==> config.mk <==
export PLATFORM = sky130hd
export DESIGN_NAME = multicycle_control_flat
export DESIGN_NICKNAME = d
export VERILOG_FILES = /design/src/rtl/multicycle_control_if.sv /design/src/rtl/multicycle_control.sv /design/src/flat_wrapper.sv
export SDC_FILE = /design/constraint.sdc
export NUM_CORES = 1
export LEC_CHECK = 0
export ABC_AREA = 1
export BUFFER_PORTS_ARGS = -buffer_cell sky130_fd_sc_hd__buf_2
export CORE_ASPECT_RATIO = 1.1
export CORE_UTILIZATION = 41
export CTS_CLUSTER_SIZE = 8
export DETAILED_ROUTE_END_ITERATION = 10
export GPL_TIMING_DRIVEN = 0
export PLACE_DENSITY = 0.71
export SLEW_MARGIN = 5
export SYNTH_ARGS = -nofsm -noshare
export SYNTH_HDL_FRONTEND = slang
export SYNTH_SLANG_ARGS = --single-unit
==> constraint.sdc <==
create_clock -name clk -period 1.2 [get_ports clk]
set_input_delay 0.24 -clock clk [delete_from_list [all_inputs] [get_ports clk]]
set_output_delay 0.24 -clock clk [all_outputs]
set_load 0.02 [all_outputs]
==> src/rtl/multicycle_control_if.sv <==
// rtl/multicycle_control_if.sv - control-unit bundle between the instruction register, memory handshake and datapath
//
// Signals:
//   opcode_i, mem_ready_i   : opcode from IR[31:26] and the memory completion handshake (into the control unit)
//   pc_write_o ... alu_op_o : datapath control strobes and mux selects (out of the control unit)
//   state_o, illegal_op_o   : debug state encoding and sticky illegal-opcode flag
// Modports:
//   master : the control unit (drives the control outputs)
//   slave  : the datapath / environment (drives opcode and mem_ready)

interface multicycle_control_if #(
    parameter int ALU_OP_WIDTH = 3
);
    logic [5:0]              opcode_i;
    logic                    mem_ready_i;
    logic                    pc_write_o;
    logic                    pc_write_cond_eq_o;
    logic                    pc_write_cond_ne_o;
    logic                    i_or_d_o;
    logic                    mem_read_o;
    logic                    mem_write_o;
    logic                    ir_write_o;
    logic [1:0]              reg_dst_o;
    logic [1:0]              mem_to_reg_o;
    logic                    reg_write_o;
    logic                    alu_src_a_o;
    logic [1:0]              alu_src_b_o;
    logic [1:0]              pc_src_o;
    logic [ALU_OP_WIDTH-1:0] alu_op_o;
    logic [3:0]              state_o;
    logic                    illegal_op_o;

    modport master (
        input  opcode_i, mem_ready_i,
        output pc_write_o, pc_write_cond_eq_o, pc_write_cond_ne_o, i_or_d_o,
               mem_read_o, mem_write_o, ir_write_o, reg_dst_o, mem_to_reg_o,
               reg_write_o, alu_src_a_o, alu_src_b_o, pc_src_o, alu_op_o,
               state_o, illegal_op_o
    );

    modport slave (
        output opcode_i, mem_ready_i,
        input  pc_write_o, pc_write_cond_eq_o, pc_write_cond_ne_o, i_or_d_o,
               mem_read_o, mem_write_o, ir_write_o, reg_dst_o, mem_to_reg_o,
               reg_write_o, alu_src_a_o, alu_src_b_o, pc_src_o, alu_op_o,
               state_o, illegal_op_o
    );
endinterface

==> src/rtl/multicycle_control.sv <==
// rtl/multicycle_control.sv - multi-cycle MIPS main control FSM with memory-ready stall and illegal-opcode trap
//
// Ports:
//   clk   : single clock, rising edge
//   reset : synchronous active-low reset; while low every output is forced to 0
//   bus   : multicycle_control_if.master (opcode/mem_ready in, datapath controls out)
// Parameters:
//   ALU_OP_WIDTH  : width of alu_op_o (3-bit codes zero-extended)
//   MEM_HANDSHAKE : 1 = memory states stall on mem_ready_i, 0 = memory always ready

module multicycle_control #(
    parameter int ALU_OP_WIDTH  = 3,
    parameter bit MEM_HANDSHAKE = 1'b1
) (
    input  logic                  clk,
    input  logic                  reset,
    multicycle_control_if.master  bus
);

    typedef enum logic [3:0] {
        S_FETCH    = 4'd0,
        S_DECODE   = 4'd1,
        S_MEM_ADDR = 4'd2,
        S_MEM_RD   = 4'd3,
        S_MEM_WB   = 4'd4,
        S_MEM_WR   = 4'd5,
        S_EXEC_R   = 4'd6,
        S_EXEC_I   = 4'd7,
        S_ALU_WB   = 4'd8,
        S_BRANCH   = 4'd9,
        S_JUMP     = 4'd10,
        S_ILLEGAL  = 4'd11
    } state_e;

    localparam logic [5:0] OP_R    = 6'h00;
    localparam logic [5:0] OP_J    = 6'h02;
    localparam logic [5:0] OP_JAL  = 6'h03;
    localparam logic [5:0] OP_BEQ  = 6'h04;
    localparam logic [5:0] OP_BNE  = 6'h05;
    localparam logic [5:0] OP_ADDI = 6'h08;
    localparam logic [5:0] OP_ANDI = 6'h0C;
    localparam logic [5:0] OP_ORI  = 6'h0D;
    localparam logic [5:0] OP_LUI  = 6'h0F;
    localparam logic [5:0] OP_LW   = 6'h23;
    localparam logic [5:0] OP_SW   = 6'h2B;

    localparam logic [2:0] ALU_ADD  = 3'b000;
    localparam logic [2:0] ALU_SUB  = 3'b001;
    localparam logic [2:0] ALU_ANDI = 3'b010;
    localparam logic [2:0] ALU_ADDI = 3'b100;
    localparam logic [2:0] ALU_ORI  = 3'b101;
    localparam logic [2:0] ALU_LUI  = 3'b110;
    localparam logic [2:0] ALU_FUNC = 3'b111;

    state_e state_q, state_d;
    logic   illegal_q, illegal_d;
    logic   mem_ready;

    assign mem_ready = MEM_HANDSHAKE ? bus.mem_ready_i : 1'b1;

    // Next-state logic
    always_comb begin
        state_d   = state_q;
        illegal_d = illegal_q;
        case (state_q)
            S_FETCH: begin
                if (mem_ready) state_d = S_DECODE;
            end
            S_DECODE: begin
                case (bus.opcode_i)
                    OP_LW, OP_SW:                    state_d = S_MEM_ADDR;
                    OP_R:                            state_d = S_EXEC_R;
                    OP_ADDI, OP_ANDI, OP_ORI, OP_LUI: state_d = S_EXEC_I;
                    OP_BEQ, OP_BNE:                  state_d = S_BRANCH;
                    OP_J, OP_JAL:                    state_d = S_JUMP;
                    default:                         state_d = S_ILLEGAL;
                endcase
            end
            S_MEM_ADDR: begin
                // Opcode is held stable by the IR, so only LW/SW can reach here
                if (bus.opcode_i == OP_SW) state_d = S_MEM_WR;
                else                       state_d = S_MEM_RD;
            end
            S_MEM_RD: begin
                if (mem_ready) state_d = S_MEM_WB;
            end
            S_MEM_WB:  state_d = S_FETCH;
            S_MEM_WR: begin
                if (mem_ready) state_d = S_FETCH;
            end
            S_EXEC_R:  state_d = S_ALU_WB;
            S_EXEC_I:  state_d = S_ALU_WB;
            S_ALU_WB:  state_d = S_FETCH;
            S_BRANCH:  state_d = S_FETCH;
            S_JUMP:    state_d = S_FETCH;
            S_ILLEGAL: state_d = S_ILLEGAL;
            default:   state_d = S_FETCH;
        endcase
        if (state_d == S_ILLEGAL) illegal_d = 1'b1;
    end

    always_ff @(posedge clk) begin
        if (!reset) begin
            state_q   <= S_FETCH;
            illegal_q <= 1'b0;
        end else begin
            state_q   <= state_d;
            illegal_q <= illegal_d;
        end
    end

    // Output decode: combinational from state and opcode; the whole block is
    // gated by reset so no strobe can leak out during a reset cycle.
    logic       pc_write, cond_eq, cond_ne, i_or_d, mem_read, mem_write, ir_write;
    logic       reg_write, src_a;
    logic [1:0] reg_dst, mem_to_reg, src_b, pc_src;
    logic [2:0] alu_code;

    always_comb begin
        pc_write   = 1'b0;
        cond_eq    = 1'b0;
        cond_ne    = 1'b0;
        i_or_d     = 1'b0;
        mem_read   = 1'b0;
        mem_write  = 1'b0;
        ir_write   = 1'b0;
        reg_write  = 1'b0;
        src_a      = 1'b0;
        reg_dst    = 2'b00;
        mem_to_reg = 2'b00;
        src_b      = 2'b00;
        pc_src     = 2'b00;
        alu_code   = ALU_ADD;
        if (reset) begin
            case (state_q)
                S_FETCH: begin
                    mem_read = 1'b1;
                    src_b    = 2'b01;
                    // IR and PC load only on the completing cycle of the fetch
                    ir_write = mem_ready;
                    pc_write = mem_ready;
                end
                S_DECODE: begin
                    src_b = 2'b11;
                end
                S_MEM_ADDR: begin
                    src_a = 1'b1;
                    src_b = 2'b10;
                end
                S_MEM_RD: begin
                    mem_read = 1'b1;
                    i_or_d   = 1'b1;
                end
                S_MEM_WB: begin
                    reg_write  = 1'b1;
                    mem_to_reg = 2'b01;
                end
                S_MEM_WR: begin
                    mem_write = 1'b1;
                    i_or_d    = 1'b1;
                end
                S_EXEC_R: begin
                    src_a    = 1'b1;
                    alu_code = ALU_FUNC;
                end
                S_EXEC_I: begin
                    src_a = 1'b1;
                    src_b = 2'b10;
                    case (bus.opcode_i)
                        OP_ADDI: alu_code = ALU_ADDI;
                        OP_ANDI: alu_code = ALU_ANDI;
                        OP_ORI:  alu_code = ALU_ORI;
                        OP_LUI:  alu_code = ALU_LUI;
                        default: alu_code = ALU_ADD;
                    endcase
                end
                S_ALU_WB: begin
                    reg_write = 1'b1;
                    reg_dst   = (bus.opcode_i == OP_R) ? 2'b01 : 2'b00;
                end
                S_BRANCH: begin
                    src_a    = 1'b1;
                    pc_src   = 2'b01;
                    alu_code = ALU_SUB;
                    cond_eq  = (bus.opcode_i == OP_BEQ);
                    cond_ne  = (bus.opcode_i == OP_BNE);
                end
                S_JUMP: begin
                    pc_write = 1'b1;
                    pc_src   = 2'b10;
                    if (bus.opcode_i == OP_JAL) begin
                        reg_write  = 1'b1;
                        reg_dst    = 2'b10;
                        mem_to_reg = 2'b10;
                    end
                end
                default: ;
            endcase
        end
    end

    assign bus.pc_write_o         = pc_write;
    assign bus.pc_write_cond_eq_o = cond_eq;
    assign bus.pc_write_cond_ne_o = cond_ne;
    assign bus.i_or_d_o           = i_or_d;
    assign bus.mem_read_o         = mem_read;
    assign bus.mem_write_o        = mem_write;
    assign bus.ir_write_o         = ir_write;
    assign bus.reg_dst_o          = reg_dst;
    assign bus.mem_to_reg_o       = mem_to_reg;
    assign bus.reg_write_o        = reg_write;
    assign bus.alu_src_a_o        = src_a;
    assign bus.alu_src_b_o        = src_b;
    assign bus.pc_src_o           = pc_src;
    assign bus.alu_op_o           = ALU_OP_WIDTH'(alu_code);
    assign bus.state_o            = reset ? state_q : 4'd0;
    assign bus.illegal_op_o       = reset & illegal_q;

endmodule

==> src/flat_wrapper.sv <==
// flat-port wrapper written by rule: the top's interface ports become plain ports
module multicycle_control_flat 
#(
    parameter int ALU_OP_WIDTH  = 3,
    parameter bit MEM_HANDSHAKE = 1'b1
)
  (clk, reset, bus_opcode_i, bus_mem_ready_i, bus_pc_write_o, bus_pc_write_cond_eq_o, bus_pc_write_cond_ne_o, bus_i_or_d_o, bus_mem_read_o, bus_mem_write_o, bus_ir_write_o, bus_reg_dst_o, bus_mem_to_reg_o, bus_reg_write_o, bus_alu_src_a_o, bus_alu_src_b_o, bus_pc_src_o, bus_alu_op_o, bus_state_o, bus_illegal_op_o);
  multicycle_control_if #(.ALU_OP_WIDTH(ALU_OP_WIDTH)) bus_i ();
  input  logic clk;
  input  logic reset;
  input wire logic [$bits(bus_i.opcode_i)-1:0] bus_opcode_i;
  input wire logic [$bits(bus_i.mem_ready_i)-1:0] bus_mem_ready_i;
  output wire logic [$bits(bus_i.pc_write_o)-1:0] bus_pc_write_o;
  output wire logic [$bits(bus_i.pc_write_cond_eq_o)-1:0] bus_pc_write_cond_eq_o;
  output wire logic [$bits(bus_i.pc_write_cond_ne_o)-1:0] bus_pc_write_cond_ne_o;
  output wire logic [$bits(bus_i.i_or_d_o)-1:0] bus_i_or_d_o;
  output wire logic [$bits(bus_i.mem_read_o)-1:0] bus_mem_read_o;
  output wire logic [$bits(bus_i.mem_write_o)-1:0] bus_mem_write_o;
  output wire logic [$bits(bus_i.ir_write_o)-1:0] bus_ir_write_o;
  output wire logic [$bits(bus_i.reg_dst_o)-1:0] bus_reg_dst_o;
  output wire logic [$bits(bus_i.mem_to_reg_o)-1:0] bus_mem_to_reg_o;
  output wire logic [$bits(bus_i.reg_write_o)-1:0] bus_reg_write_o;
  output wire logic [$bits(bus_i.alu_src_a_o)-1:0] bus_alu_src_a_o;
  output wire logic [$bits(bus_i.alu_src_b_o)-1:0] bus_alu_src_b_o;
  output wire logic [$bits(bus_i.pc_src_o)-1:0] bus_pc_src_o;
  output wire logic [$bits(bus_i.alu_op_o)-1:0] bus_alu_op_o;
  output wire logic [$bits(bus_i.state_o)-1:0] bus_state_o;
  output wire logic [$bits(bus_i.illegal_op_o)-1:0] bus_illegal_op_o;
  assign bus_i.opcode_i = bus_opcode_i;
  assign bus_i.mem_ready_i = bus_mem_ready_i;
  assign bus_pc_write_o = bus_i.pc_write_o;
  assign bus_pc_write_cond_eq_o = bus_i.pc_write_cond_eq_o;
  assign bus_pc_write_cond_ne_o = bus_i.pc_write_cond_ne_o;
  assign bus_i_or_d_o = bus_i.i_or_d_o;
  assign bus_mem_read_o = bus_i.mem_read_o;
  assign bus_mem_write_o = bus_i.mem_write_o;
  assign bus_ir_write_o = bus_i.ir_write_o;
  assign bus_reg_dst_o = bus_i.reg_dst_o;
  assign bus_mem_to_reg_o = bus_i.mem_to_reg_o;
  assign bus_reg_write_o = bus_i.reg_write_o;
  assign bus_alu_src_a_o = bus_i.alu_src_a_o;
  assign bus_alu_src_b_o = bus_i.alu_src_b_o;
  assign bus_pc_src_o = bus_i.pc_src_o;
  assign bus_alu_op_o = bus_i.alu_op_o;
  assign bus_state_o = bus_i.state_o;
  assign bus_illegal_op_o = bus_i.illegal_op_o;
  multicycle_control #(.ALU_OP_WIDTH(ALU_OP_WIDTH), .MEM_HANDSHAKE(MEM_HANDSHAKE)) u_core (.clk(clk), .reset(reset), .bus(bus_i));
endmodule
==> results.ini, run 1 <==
[synthesis]
syn_area_per_cell_sq_um = 5.31
ys_types = 27
syn_inst = 141
synth-async-reset-ratio_pct = 0
synth_edf_count = 0
synth_top_cell_area_share_pct = 17.1
synth-main-ff-cell = dfxtp_1
syn_nets = 150
yosys_register_bits = 5
ys_seq_area_share_pct = 13.4
ys_warn_count = 0
synth_area_leaders = nand2_1 17%, inv_1 14%, dfxtp_1 13%
synth_top_cell_by_area = nand2_1
syn_area_sq_um = 748

[clocking]
cts.root.buffer_cell = clkbuf_4
cts_buffers = 3
cts_buffer_depth = 2
clk-insertion-delay-late_ns = 0.24
cts_sinks = 5
cts_tree = yes
h-tree-depth = 1
path_clk_slew_ns = 0.05

[worst_hold_path]
min-delay-start = reset
hp-class = in2reg
hold_end = u_core.state_q[1]
holdPathStages = 3

[grt]
grt_pass1_vias = 969
grt_max_degree = 11
gr-total-overflow = 0
grt_usage_pct = 26.8
grt_antenna_before_repair = 0
grt_pass1_wl_mm = 4.07

[placement]
place_area_sq_um = 973
gp_congestion = 0.875
dp_hpwl_mm = 1.65
portBuffers = 32

[final_layout]
drive_gt1_share_pct = 61.2
stdcell_area_sq_um = 1480
final_util_pct = 90.9
antenna_cells = 0
area_growth_syn_to_layout_pct = 98.3
layout.nets = 206

[routing]
drc = 0
first_pass_iters = 4
drt-vias-per-instance = 5.87
drtAntennaViolNets = 0
detail_route.wl_per_cell_um = 18.2
routed_wl_mm = 3.88
first_iter_violations = 70
vias = 1250

[sta]
tightestPinTransition_ns = 0.281
hold_ws_ns = 0.327
post-route-min-period_ns = 1.78
max_clock_freq_mhz = 562
final-setup-viol-count = 28
finalCritPeriodShare_pct = 148
layout_setup_ws_ns = -0.579
hold_viol_final = 0
fin_skew_ns = 0.00662
rsz0062_at_grt = yes
tns_ns = -9.76
slew_headroom_pct = 81.1
drv_slew = 0

[worst_setup_path]
r2r-end = u_core.illegal_q
cp.arrival_ns = 1.54
crit_path_end_kind = output pin
r2r_start = u_core.state_q[1]
reg2reg_depth = 11
cp-start-kind = flop
worstPathMaxFanout = 3
path_class = reg2out
rrSetupSlack_ns = -0.37
required_ns = 0.96

[floorplanning]
design.core.area_sq_um = 1630
rows = 15
start_util_pct = 45.8
die_x_um = 42.7
io_pins = 34
die_h_um = 46.8
dieArea_sq_um = 2000

[status]
status = finished, violations left
violations = negative setup slack

[flow_run]
drv_cap = 0

[power]
fin_total_pwr_w = 0.00238
vdd_drop_max_uv = 1240
power_density_nw_per_um2 = 1600
p_leak_nw = 0.774

[flip-flops by register name, summed over array words and instances (netlist names)]
name              flops
u_core.state_q        4
u_core.illegal_q      1
[per-layer routing]
metal / GRT usage [%] / part of all wire, %
met2: 52.1 / 49
met1: 33.1 / 37
met4: 0 / 4.9
met3: 4.62 / 8.8
met5: 0 / 0
[cell usage in the layout (no fill, tap or decap), types with 4 or more instances in the layout]
cell type / count
inv_2: 9
buf_2: 12
buf_4: 20
nand2_2: 5
inv_1: 16
nor2_4: 13
nor2_2: 8
nor2_1: 9
inv_4: 4
nand2_4: 5
clkbuf_4: 4
dfxtp_4: 4
nand2_1: 27
nand3_1: 12
buf_6: 19
[cell type report]
class | instances | area [sq um]
multi-input combinational | 103 | 729
timing repair buffer | 51 | 437
fill | 71 | 149
inverter | 30 | 126
sequential | 5 | 115
buffer | 3 | 28.8
clock buffer | 4 | 26.3
tap | 17 | 21.3
[worst max path at each step]
stage	to	from	cells past startpoint	slack (ns)
floorplan	bus_reg_write_o	u_core.state_q[1]	7	-0.36
global placement	bus_pc_write_cond_eq_o	u_core.state_q[0]	7	-0.41
detailed placement	bus_pc_write_cond_eq_o	u_core.state_q[0]	7	-0.40
CTS	bus_reg_write_o	u_core.state_q[0]	7	-0.43
global route	bus_reg_write_o	u_core.state_q[1]	8	-0.62
finish	bus_pc_write_cond_ne_o	u_core.state_q[1]	9	-0.58
[cell usage after synthesis (all sizes together) (2+ instances only)]
library cell and number:
inv 30, nor3 3, a31oi 2, clkbuf 2, nor4 2, nand3 12
dfxtp 5, nor2 30, a21oi 5, o211ai 2, nand2 37, o21bai 2
[per-stage QoR]
stage	std cells	setup slack, ns
5_1_grt	213	-0.617
3_3_place_gp	190	-0.405
4_1_cts	206	-0.434
2_1_floorplan	141	-0.355
3_5_place_dp	190	-0.398
6_report	213	-0.579
[cells by family after synthesis]
family,after synthesis,share of synthesized area (%)
simple gates,88,55.4
compound gates,15,12.9
flops,5,13.4
buf+inv,33,18.4
[critical path, cell delays in order (launching register included)]
cell and delay (ns):
dfxtp_4 0.36, inv_4 0.08, nand2_4 0.09, nor2_4 0.12, inv_2 0.06, nor2_4 0.16
inv_2 0.08, buf_6 0.12, nor2_4 0.09, buf_6 0.13
[where the power goes]
part	switching, W	leakage [nW]	internal [W]
sequential	0.000112	0.0437	0.000245
clock	0.0000709	0.0150	0.000126
combinational	0.00110	0.716	0.000723
[timing repair]
| action | 4_1_cts | 5_1_grt |
|---|---|---|
| setup buffers | 12 | 8 |
| hold buffers | 0 | 0 |
| setup endpoints to repair | 22 | 27 |
| pin swaps | 9 | 10 |
| gates resized for setup | 56 | 50 |
(Power assumes the default switching activity.)
==> run 2: changes to the inputs <==
==> constraint.sdc (replaced) <==
create_clock -name clk -period 1.2 [get_ports clk]
set_input_delay 0 -clock clk [delete_from_list [all_inputs] [get_ports clk]]
set_output_delay 0 -clock clk [all_outputs]
set_load 0.02 [all_outputs]
==> results.ini, run 2 (same netlist as run 1, synthesis figures left out) <==
[worst_setup_path]
required_ns = 1.20
crit_path_end_kind = output pin
crit_top_cell = buf_4
cp.arrival_ns = 1.45
cp-start-kind = flop
slowest_delay_ns = 0.36
worstPathMaxFanout = 5
r2r_start = u_core.state_q[1]
r2r-end = u_core.illegal_q
path_class = reg2out
reg2reg_depth = 9
cpMaxStageDelayCell = dfxtp_4
rrSetupSlack_ns = -0.11
cp_cell_sequence = buf_4 -> nand2_2 -> nor2_2 -> nand4_1 -> a31oi_1 -> buf_4

[final_layout]
stdcell_area_sq_um = 1250
drive_gt1_share_pct = 48.9
area_growth_syn_to_layout_pct = 67.4
n_fill_cell = 120
layout.nets = 200
top_register = u_core.state_q
largest_reg_flops = 4
antenna_cells = 0
layout_commonest_cell = nand2_1
final_cell_mix = 29 x nand2_1, 20 x inv_1, 19 x buf_2
reg_top3 = u_core.state_q (4), u_core.illegal_q (1)
final_util_pct = 76.7
final_cells = 207
multi_input_area_sq_um = 623
regArea_sq_um = 115

[grt]
grt_pass1_vias = 924
grt_antenna_before_repair = 0
grt_pass1_wl_mm = 3.73
grt_max_degree = 11
grt_usage_pct = 24.3
gr-total-overflow = 0

[worst_hold_path]
holdPathStages = 3
min-delay-start = reset
hp-class = in2reg
hold_end = u_core.state_q[1]

[sta]
layout_setup_ws_ns = -0.250
slew_headroom_pct = 64.3
hold_viol_final = 0
tightestPinTransition_ns = 0.535
drv_slew = 0
post-route-min-period_ns = 1.45
final-setup-viol-count = 20
fin_skew_ns = 0.00307
rsz0062_at_grt = yes
max_clock_freq_mhz = 690
finalCritPeriodShare_pct = 121

[placement]
portBuffers = 32
gp_congestion = 0.860
pre_cts_ws_ns = -0.154
place_area_sq_um = 957
dp_hpwl_mm = 1.67
dp.cells = 190

[routing]
drtAntennaViolNets = 0
vias = 1085
detail_route.wl_per_cell_um = 11.9
first_iter_violations = 27
routed_wl_mm = 2.46
first_pass_iters = 4
drt-vias-per-instance = 5.24
drc = 0

[clocking]
cts_hold_buf = 0
cts_tree = yes
clk-insertion-delay-late_ns = 0.24
h-tree-depth = 1
cts_buffer_depth = 2
path_clk_slew_ns = 0.04
cts_sinks = 5
cts_buffers = 3
cts.root.buffer_cell = clkbuf_4

[status]
status = finished, violations left
violations = negative setup slack

[floorplanning]
die_x_um = 42.7
io_pins = 34
die_h_um = 46.8
dieArea_sq_um = 2000
design.core.area_sq_um = 1630
rows = 15
start_util_pct = 45.8

[power]
vdd_drop_max_uv = 1510
fin_total_pwr_w = 0.00184
p_leak_nw = 0.704
power_density_nw_per_um2 = 1470

[flow_run]
drv_cap = 0

-- run 2: cell types whose count changed in the layout (fill, tap and decap cells not counted), sizes merged --
cell,delta
buf,-6
clkinvlp,-1
inv,+1
-- run 2: routing by layer --
layer | share of wire [%] | vias to the layer above | track usage (%)
met3 | 5.1 | 4 | 4.62
met4 | 1.5 | 0 | 2.50
met2 | 52 | 52 | 48.2
met1 | 41 | 492 | 28.3
li1 | - | 537 | -
met5 | 0 | - | 0
-- run 2: timing repair --
action,CTS,global route
resized for setup,48,14
buffers inserted,13,0
endpoints found under the setup margin,21,24
gates cloned,0,0
pin swaps,9,9
-- run 2: through the flow --
step | setup TNS, ns | hold WS, ns
floorplan | -0.362 | 0.0303
global placement | -0.535 | 0.285
detailed placement | -0.614 | 0.287
CTS | -2.73 | 0.0338
global route | -4.33 | 0.0516
finish | -2.82 | 0.0412
-- run 2: area by class of cell --
cell class / count / area share (%)
Sequential cell: 5 / 9.19
Tap cell: 17 / 1.70
Buffer: 3 / 2.00
Multi-Input combinational cell: 103 / 49.8
Inverter: 30 / 9.39
Timing Repair Buffer: 45 / 25.9
Clock buffer: 4 / 2.10
-- run 2: worst max-delay path by stage --
stage	from	to	slack, ns	cells past startpoint
after CTS	u_core.state_q[1]	bus_reg_write_o	-0.22	8
after global placement	u_core.state_q[0]	bus_pc_write_cond_eq_o	-0.14	7
after global routing	u_core.state_q[1]	bus_alu_src_b_o[1]	-0.31	8
after detailed placement	u_core.state_q[3]	u_core.illegal_q	-0.15	10
after floorplan	u_core.state_q[1]	bus_reg_write_o	-0.12	7
final	u_core.state_q[1]	bus_alu_op_o[0]	-0.25	6
-- run 2: where the power goes --
part	switching [W]	leakage [nW]	internal, W
registers	0.000105	0.0437	0.000245
logic	0.000794	0.646	0.000503
clock network	0.0000643	0.0150	0.000125
-- run 2: critical path, delay by kind of cell, from the launching register on --
family / cells / cell delay [ns]
DFF: 1 / 0.36
buffers and inverters: 2 / 0.33
and+or+nand+nor: 3 / 0.28
AOI/OAI and AO/OA: 1 / 0.23
